===== src/rtl/ahb_pkg.sv =====
// Shared AHB decoder definitions: region map, transfer encodings and
// default-slave state enumeration.
package ahb_pkg;

  localparam logic [7:0] FIRST_REGION = 8'h01;
  localparam logic [7:0] LAST_REGION  = 8'h10;

  typedef enum logic [1:0] {
    HTRANS_IDLE   = 2'b00,
    HTRANS_BUSY   = 2'b01,
    HTRANS_NONSEQ = 2'b10,
    HTRANS_SEQ    = 2'b11
  } htrans_t;

  typedef enum logic [1:0] {
    DEF_IDLE = 2'b00,
    DEF_ERR1 = 2'b01,
    DEF_ERR2 = 2'b10
  } def_state_t;

  function automatic logic region_mapped(input logic [7:0] code);
    return (code >= FIRST_REGION) && (code <= LAST_REGION);
  endfunction

  function automatic logic trans_active(input logic [1:0] trans);
    return (trans == HTRANS_NONSEQ) || (trans == HTRANS_SEQ);
  endfunction

endpackage


===== src/rtl/ahb_decoder_if.sv =====
// Bus-side signals of the AHB address decoder and its default slave.
interface ahb_decoder_if #(
  parameter int WIDTH = 32
);
  logic [WIDTH-1:0] HADDR;
  logic [1:0]       HTRANS;
  logic             HREADY;
  logic             HREADYOUT_MUX;
  logic             HRESP_MUX;
  logic [15:0]      HSEL;
  logic [7:0]       MUX_SEL;
  logic             DEF_SEL;
  logic             HREADYOUT_DEF;
  logic             HRESP_DEF;
  logic [15:0]      ERR_COUNT;
  logic             HREADY_BUS;
  logic             HRESP_BUS;

  modport slave (
    input  HADDR, HTRANS, HREADY, HREADYOUT_MUX, HRESP_MUX,
    output HSEL, MUX_SEL, DEF_SEL, HREADYOUT_DEF, HRESP_DEF, ERR_COUNT,
           HREADY_BUS, HRESP_BUS
  );

  modport master (
    output HADDR, HTRANS, HREADY, HREADYOUT_MUX, HRESP_MUX,
    input  HSEL, MUX_SEL, DEF_SEL, HREADYOUT_DEF, HRESP_DEF, ERR_COUNT,
           HREADY_BUS, HRESP_BUS
  );
endinterface


===== src/rtl/ahb_default_slave.sv =====
// Default slave: two-cycle ERROR response for active transfers to unmapped
// addresses, plus a saturating count of issued ERROR responses.
module ahb_default_slave
  import ahb_pkg::*;
(
  input  logic        HCLK,
  input  logic        HRESET,
  input  logic        HREADY,
  input  logic [1:0]  HTRANS,
  input  logic        addr_mapped,
  output logic        HREADYOUT_DEF,
  output logic        HRESP_DEF,
  output logic [15:0] ERR_COUNT
);

  def_state_t  state_q;
  def_state_t  state_d;
  logic [15:0] err_count_q;
  logic        err_req;

  assign err_req   = HREADY && trans_active(HTRANS) && !addr_mapped;
  assign ERR_COUNT = err_count_q;

  // State register
  always_ff @(posedge HCLK or posedge HRESET) begin
    if (HRESET) state_q <= DEF_IDLE;
    else        state_q <= state_d;
  end

  // Next state and response outputs
  always_comb begin
    state_d       = state_q;
    HREADYOUT_DEF = 1'b1;
    HRESP_DEF     = 1'b0;
    case (state_q)
      DEF_IDLE: begin
        if (err_req) state_d = DEF_ERR1;
      end
      DEF_ERR1: begin
        HREADYOUT_DEF = 1'b0;
        HRESP_DEF     = 1'b1;
        state_d       = DEF_ERR2;
      end
      DEF_ERR2: begin
        HRESP_DEF = 1'b1;
        state_d   = err_req ? DEF_ERR1 : DEF_IDLE;
      end
      default: state_d = DEF_IDLE;
    endcase
  end

  // Count each completed first ERROR cycle, saturating at all-ones
  always_ff @(posedge HCLK or posedge HRESET) begin
    if (HRESET) begin
      err_count_q <= '0;
    end else if (state_q == DEF_ERR1 && err_count_q != '1) begin
      err_count_q <= err_count_q + 16'd1;
    end
  end

endmodule


===== src/rtl/ahb_decoder.sv =====
// AHB address decoder: combinational slave selects, data-phase response
// source register and the internal default slave.
module ahb_decoder
  import ahb_pkg::*;
#(
  parameter int WIDTH = 32
) (
  input  logic HCLK,
  input  logic HRESET,
  ahb_decoder_if.slave bus
);

  logic [WIDTH-1:0] haddr;
  logic [7:0]       code;
  logic             mapped;
  logic [7:0]       mux_sel_q;
  logic             def_sel_q;
  logic             unused_addr_bits;

  assign haddr            = bus.HADDR;
  assign code             = haddr[31:24];
  assign unused_addr_bits = ^haddr[23:0];
  assign mapped           = region_mapped(code);

  // One-hot slave select from the region code alone
  always_comb begin
    bus.HSEL = '0;
    for (int unsigned i = 0; i < 16; i++) begin
      bus.HSEL[i] = mapped && (code == FIRST_REGION + 8'(i));
    end
  end

  // Data-phase response source; held while the bus is wait-stated
  always_ff @(posedge HCLK or posedge HRESET) begin
    if (HRESET) begin
      mux_sel_q <= FIRST_REGION;
      def_sel_q <= 1'b1;
    end else if (bus.HREADY) begin
      if (mapped) begin
        mux_sel_q <= code;
        def_sel_q <= 1'b0;
      end else begin
        def_sel_q <= 1'b1;
      end
    end
  end

  assign bus.MUX_SEL = mux_sel_q;
  assign bus.DEF_SEL = def_sel_q;

  ahb_default_slave u_def (
    .HCLK          (HCLK),
    .HRESET        (HRESET),
    .HREADY        (bus.HREADY),
    .HTRANS        (bus.HTRANS),
    .addr_mapped   (mapped),
    .HREADYOUT_DEF (bus.HREADYOUT_DEF),
    .HRESP_DEF     (bus.HRESP_DEF),
    .ERR_COUNT     (bus.ERR_COUNT)
  );

  // Bus response: default slave owns the data phase when DEF_SEL is set
  always_comb begin
    bus.HREADY_BUS = bus.HREADYOUT_MUX;
    bus.HRESP_BUS  = bus.HRESP_MUX;
    if (def_sel_q) begin
      bus.HREADY_BUS = bus.HREADYOUT_DEF;
      bus.HRESP_BUS  = bus.HRESP_DEF;
    end
  end

endmodule


===== src/flat_wrapper.sv =====
// flat-port wrapper written by rule: the top's interface ports become plain ports
module ahb_decoder_flat import ahb_pkg::*;
#(
  parameter int WIDTH = 32
)
  (HCLK, HRESET, bus_HADDR, bus_HTRANS, bus_HREADY, bus_HREADYOUT_MUX, bus_HRESP_MUX, bus_HSEL, bus_MUX_SEL, bus_DEF_SEL, bus_HREADYOUT_DEF, bus_HRESP_DEF, bus_ERR_COUNT, bus_HREADY_BUS, bus_HRESP_BUS);
  ahb_decoder_if #(.WIDTH(WIDTH)) bus_i ();
  input  logic HCLK;
  input  logic HRESET;
  input wire logic [$bits(bus_i.HADDR)-1:0] bus_HADDR;
  input wire logic [$bits(bus_i.HTRANS)-1:0] bus_HTRANS;
  input wire logic [$bits(bus_i.HREADY)-1:0] bus_HREADY;
  input wire logic [$bits(bus_i.HREADYOUT_MUX)-1:0] bus_HREADYOUT_MUX;
  input wire logic [$bits(bus_i.HRESP_MUX)-1:0] bus_HRESP_MUX;
  output wire logic [$bits(bus_i.HSEL)-1:0] bus_HSEL;
  output wire logic [$bits(bus_i.MUX_SEL)-1:0] bus_MUX_SEL;
  output wire logic [$bits(bus_i.DEF_SEL)-1:0] bus_DEF_SEL;
  output wire logic [$bits(bus_i.HREADYOUT_DEF)-1:0] bus_HREADYOUT_DEF;
  output wire logic [$bits(bus_i.HRESP_DEF)-1:0] bus_HRESP_DEF;
  output wire logic [$bits(bus_i.ERR_COUNT)-1:0] bus_ERR_COUNT;
  output wire logic [$bits(bus_i.HREADY_BUS)-1:0] bus_HREADY_BUS;
  output wire logic [$bits(bus_i.HRESP_BUS)-1:0] bus_HRESP_BUS;
  assign bus_i.HADDR = bus_HADDR;
  assign bus_i.HTRANS = bus_HTRANS;
  assign bus_i.HREADY = bus_HREADY;
  assign bus_i.HREADYOUT_MUX = bus_HREADYOUT_MUX;
  assign bus_i.HRESP_MUX = bus_HRESP_MUX;
  assign bus_HSEL = bus_i.HSEL;
  assign bus_MUX_SEL = bus_i.MUX_SEL;
  assign bus_DEF_SEL = bus_i.DEF_SEL;
  assign bus_HREADYOUT_DEF = bus_i.HREADYOUT_DEF;
  assign bus_HRESP_DEF = bus_i.HRESP_DEF;
  assign bus_ERR_COUNT = bus_i.ERR_COUNT;
  assign bus_HREADY_BUS = bus_i.HREADY_BUS;
  assign bus_HRESP_BUS = bus_i.HRESP_BUS;
  ahb_decoder #(.WIDTH(WIDTH)) u_core (.HCLK(HCLK), .HRESET(HRESET), .bus(bus_i));
endmodule

===== config.mk =====
export PLATFORM = sky130hd
export DESIGN_NAME = ahb_decoder_flat
export DESIGN_NICKNAME = d
export VERILOG_FILES = /design/src/rtl/ahb_pkg.sv /design/src/rtl/ahb_decoder_if.sv /design/src/rtl/ahb_default_slave.sv /design/src/rtl/ahb_decoder.sv /design/src/flat_wrapper.sv
export SDC_FILE = /design/constraint.sdc
export NUM_CORES = 1
export LEC_CHECK = 0
export BUFFER_PORTS_ARGS = -buffer_cell sky130_fd_sc_hd__buf_4
export CAP_MARGIN = 20
export CORE_MARGIN = 2
export CORE_UTILIZATION = 40
export CTS_CLUSTER_DIAMETER = 80
export DETAILED_ROUTE_END_ITERATION = 10
export GPL_TIMING_DRIVEN = 0
export PLACE_DENSITY = 0.81
export SYNTH_ARGS = -nofsm -noshare
export SYNTH_HDL_FRONTEND = slang
export SYNTH_HIERARCHICAL = 1
export SYNTH_SLANG_ARGS = --single-unit

===== constraint.sdc =====
create_clock -name HCLK -period 1.8 [get_ports HCLK]
set_input_delay 0.09 -clock HCLK [delete_from_list [all_inputs] [get_ports HCLK]]
set_output_delay 0.09 -clock HCLK [all_outputs]
set_load 0.005 [all_outputs]

==> impl_metrics.toml <==
[setup_path]
timing.critical_path.to_type = "flop"
start_kind = "flop"
crit_slowest_cell = "dfrtp_1"
r2r-end = "u_core/u_def/ERR_COUNT[13]"
crit_type = "reg -> reg"
worstPathArrival_ps = 1920
r2r_slack_ps = 30
cpMostUsedCell = "inv_2"
regToRegStartpoint = "u_core/u_def/state_q[1]"
cp_cell_sequence = "inv_2 -> ha_4 -> inv_2 -> or3_4 -> buf_6 -> a2111oi_2 -> a21boi_1"
critPathTopFamily = "compound AO/OA/AOI/OAI gates"
cp.depth = 7
r2r_cells = 7
worstPathRequired_ps = 1950
max_stage_delay_ps = 400
critical_path_buf_inv_count = 3
critPathMaxFanout = 6

[logic_synthesis]
syn_nets = 202
ys_ff_latch = 27
synth_top_area_share_pct = 39.97
async_flop_share_pct = 100.0
synth-simple-area-share_pct = 26.54
yosysTopAreaCell = "dfrtp_1"
syn_inst = 158
synth_edf_count = 0
synth.area.top_cells = "dfrtp_1 (40%), nor2_1 (5.0%), xor2_1 (5.0%)"
synth_xor_area_share_pct = 5.596
synth_top_flop_cell = "dfrtp_1"
synth_top_family_by_area = "simple AND/OR/NAND/NOR gates"
ys_seq_area_share_pct = 43.33
synth.avg_cell_area_sq_um = 9.907
ys_warn_count = 6
synth_mux_area_share_pct = 4.556
synth_cell_types = 46
synth_compound_area_share_pct = 12.71
syn_area_sq_mm = 0.001565
synth-adder-area-share_pct = 3.997

[layout]
most-common-layout-cells = "buf_4 (62), dfrtp_1 (22), nor2_1 (21), nand2_1 (13)"
nNetsFinal = 271
diodes = 0
syn2layout_area_growth_pct = 41.97
fin_area_sq_mm = 0.002222
drive_above_1_share_pct = 41.15
layout_commonest_cell = "buf_4"

[die]
die_h_um = 66.56
rows = 22
chipWidth_um = 66.56
initial_core_util_pct = 42.12
core_sq_mm = 0.003716
ios = 84
die_area_sq_mm = 0.004430

[grt]
grt_max_degree = 19
gr-total-overflow = 0
grt_usage_pct = 17.52
grt_pass1_vias = 1385
grt_pass1_wl_mm = 6.120
grt_antenna_before_repair = 0

[place]
gp_congestion = 0.8018
hpwl_mm = 2.698
place_area_sq_mm = 0.002051
portBuffers = 55

[timing]
worstMarginPinSlew_ps = 667.7
clock.fmax_ghz = 0.5634
rsz0062_at_grt = "yes"
clock_skew_ps = 3.110
setup_viol = 0
period_share_pct = 98.60
hold_viol_final = 0
final_max_slew_viol_count = 0
finalSetupTns_ps = 0
slew_headroom_pct = 55.44
layout_min_cycle_time_ps = 1775

[pwr]
leakagePower_uw = 0.001052
combinationalPowerShare_pct = 36.7
seq_power_share_pct = 45.3
power.switching_uw = 638.1
p_sw_share_pct = 33.27
power.density_mw_per_mm2 = 863.2
max-vdd-ir-drop_mv = 0.4109
p_int_uw = 1280
power_frac_clock_pct = 18.0

[route]
routed_wl_mm = 3.708
drtIter0Drc = 186
drc_errors = 0
ant_nets = 0
first_pass_iters = 4
viasPerCell = 5.369
wl_per_cell_um = 13.53
via_count = 1471

[clocking]
cts_sinks = 27
cts_buffers = 3
cts-htree-levels = 1
clockBufferDepth = 2
cts.clk_slew.worst_paths_ps = 90
clkLatencyLatePin_ps = 270
tritoncts = "yes"
root_buffer = "clkbuf_8"

[min_path]
hold_end = "u_core/bus.MUX_SEL[3]"
hp-start = "bus_HADDR[27]"
worst_hold_path_type = "in -> reg"
hold_depth = 3

[flow_run]
drv_cap = 0

[outcome]
status = "finished clean"
## state kept, by name, indices dropped and copies added (netlist names)
name,cells
u_core/bus.DEF_SEL,1
u_core/bus.MUX_SEL,8
u_core/u_def/ERR_COUNT,16
u_core/u_def/state_q,2
## tightest hold or removal path: cells and delay by family
family	cells	cell delay (ps)
AO/OA/AOI/OAI	2	200
buffers and inverters	1	110
## power by group through the flow
stage | logic, uW | registers [uW] | clock network, uW
3_3_place_gp | 618 | 860 | 0
3_5_place_dp | 641 | 861 | 0
2_1_floorplan | 329 | 847 | 0
5_1_grt | 788 | 892 | 386
4_1_cts | 695 | 867 | 351
6_report | 704 | 870 | 344
## cells in the mapped netlist, types with 2 or more instances
library cell / n
mux2_2: 5
a21oi_1: 3
nor4_1: 4
nand2_1: 13
inv_1: 6
buf_2: 2
nor3_1: 9
ha_1: 5
nand4_1: 4
xor2_1: 9
dfrtp_1: 25
nor4_4: 2
o2bb2ai_1: 5
dfstp_2: 2
nor2_1: 21
a21boi_1: 3
a22oi_1: 4
nand2b_1: 5
nand3_1: 4
## worst max-delay path by stage
stage / startpoint / end / slack (ps)
2_1_floorplan: u_core/u_def/state_q[1] / u_core/u_def/ERR_COUNT[11] / 20
3_3_place_gp: u_core/u_def/state_q[1] / u_core/u_def/ERR_COUNT[13] / -170
3_5_place_dp: u_core/u_def/ERR_COUNT[0] / u_core/u_def/ERR_COUNT[1] / -160
4_1_cts: u_core/u_def/ERR_COUNT[1] / u_core/u_def/ERR_COUNT[1] / 5
5_1_grt: u_core/u_def/ERR_COUNT[5] / u_core/u_def/ERR_COUNT[1] / -40
6_report: u_core/u_def/state_q[1] / u_core/u_def/ERR_COUNT[13] / 30
## cell families (layout without fill, tap and decap cells)
| family | count (synthesis) | after routing |
|---|---|---|
| buffers and inverters | 11 | 79 |
| and+or+nand+nor | 73 | 73 |
| muxes | 6 | 6 |
| DFF | 27 | 27 |
| xor gates and xnor gates | 10 | 10 |
| AOI/OAI and AO/OA | 26 | 26 |
| adders and majority gates | 5 | 5 |
## routing by layer
| metal | vias to the layer above | GRT usage [%] | share of wire [%] |
|---|---|---|---|
| met3 | 6 | 3.209 | 6.7 |
| li1 | 705 | - | - |
| met1 | 697 | 20.40 | 42 |
| met2 | 63 | 31.75 | 51 |
| met5 | - | 0 | 0 |
| met4 | 0 | 6.378 | 1.0 |
## stage by stage
| stage | utilization, % | hold slack, ps | power (uW) | setup WS [ps] | std cells |
|---|---|---|---|---|---|
| 6_report | 59.80 | 162.9 | 1918 | 25.20 | 274 |
| 5_1_grt | 59.80 | 177.7 | 2066 | -41.18 | 274 |
| 4_1_cts | 59.12 | 151.9 | 1914 | 4.977 | 272 |
| 3_5_place_dp | 55.19 | 92.04 | 1502 | -164.5 | 261 |
| 3_3_place_gp | 55.19 | 83.81 | 1479 | -166.3 | 261 |
| 2_1_floorplan | - | -83.51 | 1176 | 19.57 | 158 |
## layout make-up
type                            instances  area, sq um
Multi-Input combinational cell        120        890.9
Sequential cell                        27        681.9
Buffer                                  4        31.28
Clock buffer                            3        41.29
Timing Repair Buffer                   64        485.5
Fill cell                             331         1494
Tap cell                               48        60.06
Clock inverter                          1        5.005
Inverter                                7        26.28
## what timing repair did
action,CTS,global route
resized for setup,11,3
pin swaps,4,5
hold buffers,2,0
hold endpoints to repair,26,0
buffers inserted,5,2
setup endpoints to repair,5,6
(Power assumes the default switching activity.)
